`config.mk`:
```
export PLATFORM = sky130hd
export DESIGN_NAME = ex_mem_reg
export DESIGN_NICKNAME = d
export VERILOG_FILES = /design/src/rtl/ex_mem_reg.sv
export SDC_FILE = /design/constraint.sdc
export NUM_CORES = 1
export LEC_CHECK = 0
export ABC_AREA = 1
export BUFFER_PORTS_ARGS = -buffer_cell sky130_fd_sc_hd__buf_2
export CAP_MARGIN = 20
export CORE_MARGIN = 8
export CORE_UTILIZATION = 25
export DETAILED_ROUTE_END_ITERATION = 10
export GPL_ROUTABILITY_DRIVEN = 0
export PLACE_DENSITY_LB_ADDON = 0.25
export SYNTH_ARGS = -nofsm -noshare
export SYNTH_HDL_FRONTEND = slang
export SYNTH_SLANG_ARGS = --single-unit
```
`constraint.sdc`:
```
create_clock -name clk -period 1.7 [get_ports clk]
set_input_delay 0.17 -clock clk [delete_from_list [all_inputs] [get_ports clk]]
set_output_delay 0.17 -clock clk [all_outputs]
set_load 0.05 [all_outputs]
```
`src/rtl/ex_mem_reg.sv`:
```
// EX/MEM pipeline register: captures the EX payload, inserts bubbles on flush or
// an invalid EX slot, holds on stall, and keeps saturating bubble/stall counters.
module ex_mem_reg (
    input  logic        clk,
    input  logic        reset,
    input  logic        stall,
    input  logic        flush,
    input  logic        exValid,
    input  logic [31:0] exInstruction,
    input  logic [4:0]  exWriteReg,
    input  logic        exMemRead,
    input  logic        exMemWrite,
    input  logic [31:0] exALUOut,
    input  logic [31:0] exNewPC,
    input  logic [31:0] exRtData,
    output logic        memValid,
    output logic        memMemRead,
    output logic        memMemWrite,
    output logic [4:0]  memWriteReg,
    output logic [31:0] memInstruction,
    output logic [31:0] memALUOut,
    output logic [31:0] memNewPC,
    output logic [31:0] memRtData,
    output logic        memLoadPending,
    output logic [31:0] bubbleCount,
    output logic [31:0] stallCount
);

    typedef struct packed {
        logic        valid;
        logic [31:0] instruction;
        logic [4:0]  write_reg;
        logic        mem_read;
        logic        mem_write;
        logic [31:0] alu_out;
        logic [31:0] new_pc;
        logic [31:0] rt_data;
    } stage_t;

    // All-zero payload: invalid, no destination, no memory access, NOP word.
    localparam stage_t BUBBLE = '0;

    typedef enum logic [1:0] {
        ACT_BUBBLE,
        ACT_HOLD,
        ACT_CAPTURE
    } action_e;

    stage_t      stage_q, stage_d;
    stage_t      ex_stage;
    action_e     action;
    logic [31:0] bubble_count_q, bubble_count_d;
    logic [31:0] stall_count_q, stall_count_d;

    always_comb begin
        ex_stage.valid       = 1'b1;
        ex_stage.instruction = exInstruction;
        ex_stage.write_reg   = exWriteReg;
        ex_stage.mem_read    = exMemRead;
        ex_stage.mem_write   = exMemWrite;
        ex_stage.alu_out     = exALUOut;
        ex_stage.new_pc      = exNewPC;
        ex_stage.rt_data     = exRtData;
    end

    // Flush beats stall, stall beats capture; reset is applied in the flop block.
    always_comb begin
        if (flush)        action = ACT_BUBBLE;
        else if (stall)   action = ACT_HOLD;
        else if (exValid) action = ACT_CAPTURE;
        else              action = ACT_BUBBLE;
    end

    always_comb begin
        // NOTE: every output of this block gets a default first so no path can infer a latch.
        stage_d        = stage_q;
        bubble_count_d = bubble_count_q;
        stall_count_d  = stall_count_q;

        unique case (action)
            ACT_BUBBLE: begin
                stage_d = BUBBLE;
                if (bubble_count_q != '1) bubble_count_d = bubble_count_q + 32'd1;
            end
            ACT_HOLD: begin
                if (stall_count_q != '1) stall_count_d = stall_count_q + 32'd1;
            end
            ACT_CAPTURE: begin
                stage_d = ex_stage;
            end
            default: stage_d = BUBBLE;
        endcase
    end

    always_ff @(posedge clk) begin
        // NOTE: non-blocking assignments so every flop samples pre-edge values.
        if (reset) begin
            stage_q        <= BUBBLE;
            bubble_count_q <= '0;
            stall_count_q  <= '0;
        end else begin
            stage_q        <= stage_d;
            bubble_count_q <= bubble_count_d;
            stall_count_q  <= stall_count_d;
        end
    end

    assign memValid       = stage_q.valid;
    assign memInstruction = stage_q.instruction;
    assign memWriteReg    = stage_q.write_reg;
    assign memMemRead     = stage_q.mem_read;
    assign memMemWrite    = stage_q.mem_write;
    assign memALUOut      = stage_q.alu_out;
    assign memNewPC       = stage_q.new_pc;
    assign memRtData      = stage_q.rt_data;
    assign bubbleCount    = bubble_count_q;
    assign stallCount     = stall_count_q;

    // Decoded straight from the register so load-use detection sees it this cycle.
    assign memLoadPending = stage_q.valid & stage_q.mem_read;

endmodule

```
# Yosys cells after proc, flatten, opt, wreduce, memory -nomap -nowiden

Cells that the tools add are included.

Output and inout bits: 201
Memory bits (read-only): 0
Latch bits: 0
Memories kept: 0
Word-level logic and storage cells: 24
Input port bits: 140
Memory bits (writable): 0
Bits in registers: 200

$lt $le $gt $ge: 0
Add/sub/neg operators: 2
Bitwise operators: 1
$mul: 0
Equal/unequal tests: 4
Shifts and indexed selects: 0
Mux-type cells: 4
Reductions and logical operators: 3
Divide/modulo/power cells: 0

Operators with widths:

| operator                                       | count |
|---|---|
| one-hot mux 136 bit (2 select lines)           | 1 |
| adder 32 x 1 -> 32 bit (second input constant) | 2 |
| != test 32 bit (second input constant)         | 2 |
| two-way mux 2 bit                              | 3 |
| AND reduction 2 bit                            | 2 |
| == test 2 x 1 -> 1 bit (second input constant) | 1 |
| == test 2 bit (second input constant)          | 1 |
| zero test 2 bit                                | 1 |
| bitwise AND 1 bit                              | 1 |

# Logic depth before layout (Yosys ltp)

Depth in word-level cells: 5
Gate-level depth with buffers: 10
Depth with buffers taken out: 10

# Worst setup path after synthesis

Ideal clock, no wire load.

Path kind: reg2reg
Start: reg bubble_count_q[1] (netlist: bubbleCount[1])
End: reg bubble_count_q[25] (netlist: bubbleCount[25])
Clock period less this slack: 1.994 ns
Setup slack: -0.294 ns
Arrival time: 1.877 ns
Cell stages (with the launch flop): 10
Data required time: 1.583 ns
Cell sequence: dfxtp_1 -> ha_1 -> nand2_2 -> nor2_4 -> nand2_4 -> nor2_4 -> nand3_4 -> buf_6 -> a21oi_1 -> nor2_1

Cells in the longest elaborated chain, start to end: 2

Ends and longest elaborated chain:

| element                                                        | line | source |
|---|---|---|
| from (decl)                                                    | 52   | `logic [31:0] bubble_count_q, bubble_count_d;` |
| from (signal assigned)                                         | 103  | `bubble_count_q <= bubble_count_d;` |
| branches (longest 2 deep; another with adder 32 x 1 -> 32 bit) | --   |  |

Parallel ways; which one is timed is not known.
A chain may end at the register's enable or synchronous reset.

# Worst setup path after layout

Start: reg bubble_count_q[0] (netlist: bubbleCount[0])
End: reg bubble_count_q[12] (netlist: bubbleCount[12])

The elaborated chain is that of the path after synthesis.

==> results.yml <==
finish:
  area_growth_pct: 56.3
  drive_gt1_share_pct: 31.2
  nNetsFinal: 1866
  fillerInstances: 3489
  fin_area_um2: 13300
  final_cells: 2185
  multi_input_area_um2: 4240
  diodes: 0
  ff_latch_area_um2: 4070
  postLayoutCoreUtil_pct: 39.7
timing:
  rsz0062_at_grt: "true"
  hold_viol: 0
  fmax_ghz: 0.588
  fin_ws_ns: -0.0000184
  finalWorstPathRequiredPeriod_ns: 1.70
  min_period_over_period_pct: 100
  setup-tns-final_ns: -0.0000184
  finClkSkew_ns: 0.00877
  drv_slew: 0
  worst_pin_slew_ns: 0.438
  setup_violations: 1
  maxSlewHeadroom_pct: 70.7
power_and_ir_drop:
  p_per_area_nw_per_um2: 775
  worst_ir_drop_vdd_v: 0.000684
  power_mw: 10.3
  leakage_nw: 5.80
yosys:
  synthCells: 1232
  seq_area_frac_synth_pct: 46.9
  postSynthAreaPerCell_um2: 6.93
  yosys_warnings: 0
  synth_cell_type_count: 29
  syn-num-nets: 1374
  synth_area_um2: 8540
  synth_seq_cells: 200
place:
  io_buffers: 340
  hpwl_um: 22800
  dpl_cell_area_um2: 11000
  place_inst: 2007
detailed_routing:
  wirelength_um: 32500
  num_vias: 9717
  first_pass_iters: 5
  drcViolationCount: 0
  wl_per_cell_um: 14.9
  first_iter_violations: 445
  ant_nets: 0
  avgViaCountPerCell: 4.45
hold_path:
  worstHoldPathType: "input pin to register"
  min_from: "reset"
grt:
  grt.overflow.total: 0
  grt_first_pass_wirelength_um: 51800
  grt_pass1_vias: 9898
  grt_max_degree: 85
  grt_util_all_layers_pct: 15.6
  antenna_found_initial: 0
clocking:
  cts-buffers-inserted: 17
  cts.path.max_buffers: 2
  cts.sinks: 200
  h-tree-depth: 4
  root_buffer: "clkbuf_16"
  clk_latency_ns: 0.45
  cts_tree: "done"
  clk_pin_slew_ns: 0.08
status:
  status: "finished with violations"
  violations: "setup timing"
setup_path:
  rr_startpoint: "bubbleCount[0]"
  cpPeakStageDelay_ns: 0.38
  critPathLaunch: "bubbleCount[0]"
  required_ns: 2.05
  critPathMostFrequentCell: "nand2_4"
  arrival_ns: 2.05
  crit_chain: "ha_4 -> nand2_4 -> nor2_4 -> nand2_4 -> buf_4 -> nor3b_1 -> nand3_1 -> nand2_1 -> nor2_1"
  cp_top_family: "simple AND/OR/NAND/NOR gates"
  crit_fanout: 5
  end_kind: "register"
  worstPathBufferInverterCount: 1
  crit_path_top_delay_cell: "dfxtp_4"
  worst-setup-path-type: "register to register"
  start_kind: "register"
floorplan:
  die_h_um: 201
  num_io_pins: 341
  core_um2: 33600
  die_w_um: 201
  row_count: 67
  dieArea_um2: 40300
  initial_core_util_pct: 25.4
flow_run:
  maxCapViolations: 0
-- synth_stat cells --
library cell,instances,area share [%]
a21oi_1,188,11
a31oi_1,4,0.29
and2_1,3,0.22
buf_1,1,0.044
buf_2,17,1.0
buf_4,1,0.088
buf_6,5,0.66
clkbuf_1,35,1.5
clkbuf_8,1,0.16
dfxtp_1,200,47
ha_1,2,0.29
inv_1,47,2.1
inv_2,3,0.13
nand2_1,452,20
nand2_2,3,0.22
nand2_4,1,0.13
nand3_1,58,3.4
nand3_2,12,1.4
nand3_4,1,0.21
nand4_1,20,1.5
nor2_1,157,6.9
nor2_2,4,0.29
nor2_4,5,0.66
nor3_1,5,0.29
nor3b_1,1,0.088
o21ai_0,1,0.059
o21ai_4,1,0.19
xnor2_1,2,0.21
xor2_1,2,0.21
-- through the flow --
step           hold WS, ns  worst slack, ns
2_1_floorplan        0.314          0.00210
3_3_place_gp         0.419           0.0887
3_5_place_dp         0.424           0.0730
4_1_cts             0.0518           0.0489
5_1_grt             0.0661          -0.0678
6_report            0.0859       -0.0000184
-- report_power, final --
part / internal, mW / total (mW) / switching, mW
Clock: 2.25 / 4.38 / 2.13
Sequential: 4.75 / 4.79 / 0.0417
Combinational: 0.488 / 1.17 / 0.679
-- worst reg2reg max path, stage by stage (launching register included) --
cell	delay (ns)
dfxtp_4	0.38
ha_4	0.16
nand2_4	0.05
nor2_4	0.19
nand2_4	0.09
buf_4	0.15
nor3b_1	0.35
nand3_1	0.12
nand2_1	0.08
nor2_1	0.04
-- final timing paths --
path,to,slack (ns),cells past startpoint
setup / recovery,bubbleCount[12],-0.00002,9
hold / removal,memRtData[6],0.09,2
setup reg to reg,bubbleCount[12],-0.00002,9
hold reg to reg,memWriteReg[0],0.46,2
-- metal layers --
metal | routed length (um) | track usage, % | vias to the layer above
met4 | 752 | 5.49 | 0
met5 | 0 | 0 | -
met2 | 15300 | 26.4 | 323
met1 | 13600 | 17.2 | 4408
met3 | 2850 | 6.62 | 48
li1 | - | - | 4938
-- repair_timing --
action / in CTS / in global routing
endpoints found under the setup margin: 0 / 53
buffers inserted: 0 / 6
gates resized for setup: 0 / 54
hold endpoints to repair: 135 / 0
hold buffers: 135 / 0
-- cell usage in the layout, fill, tap and decap left out, types with 6 or more instances in the layout --
cell type      count
a21oi_1          175
a21oi_2           12
buf_12             7
buf_2            339
buf_4             43
buf_6              6
clkbuf_16         21
dfxtp_1          156
dfxtp_2           39
dlygate4sd3_1    135
inv_1             47
nand2_1          443
nand2_2            8
nand3_1           54
nand3_2           15
nand4_1           20
nor2_1           147
nor2_2            10
nor2_4             9
-- logic make-up (layout without fill, tap and decap cells) --
group                    count (synthesis)  in the layout  share of synthesized area (%)
AND/OR/NAND/NOR                        722            722                           35.2
XOR/XNOR                                 4              4                          0.410
buffers and inverters                  110            615                           5.69
adder cells (fa/ha/maj)                  2              2                          0.293
AO/OA/AOI/OAI                          194            194                           11.6
flip-flops                             200            200                           46.9
-- final cells by class --
type                       count  area share, %
clock buffer                  19           3.48
clock inverter                13           1.26
inverter                      50           1.43
multi-input combinational    922           31.7
sequential                   200           30.5
tap                          448           4.20
timing repair buffer         533           27.4
-- sequential cells by signal (all words and copies together), names as in the netlist --
| signal | cells |
|---|---|
| memMemWrite | 1 |
| memInstruction | 32 |
| memValid | 1 |
| memMemRead | 1 |
| memRtData | 32 |
| memALUOut | 32 |
| memNewPC | 32 |
| memWriteReg | 5 |
| bubbleCount | 32 |
| stallCount | 32 |
(Power assumes the default switching activity.)
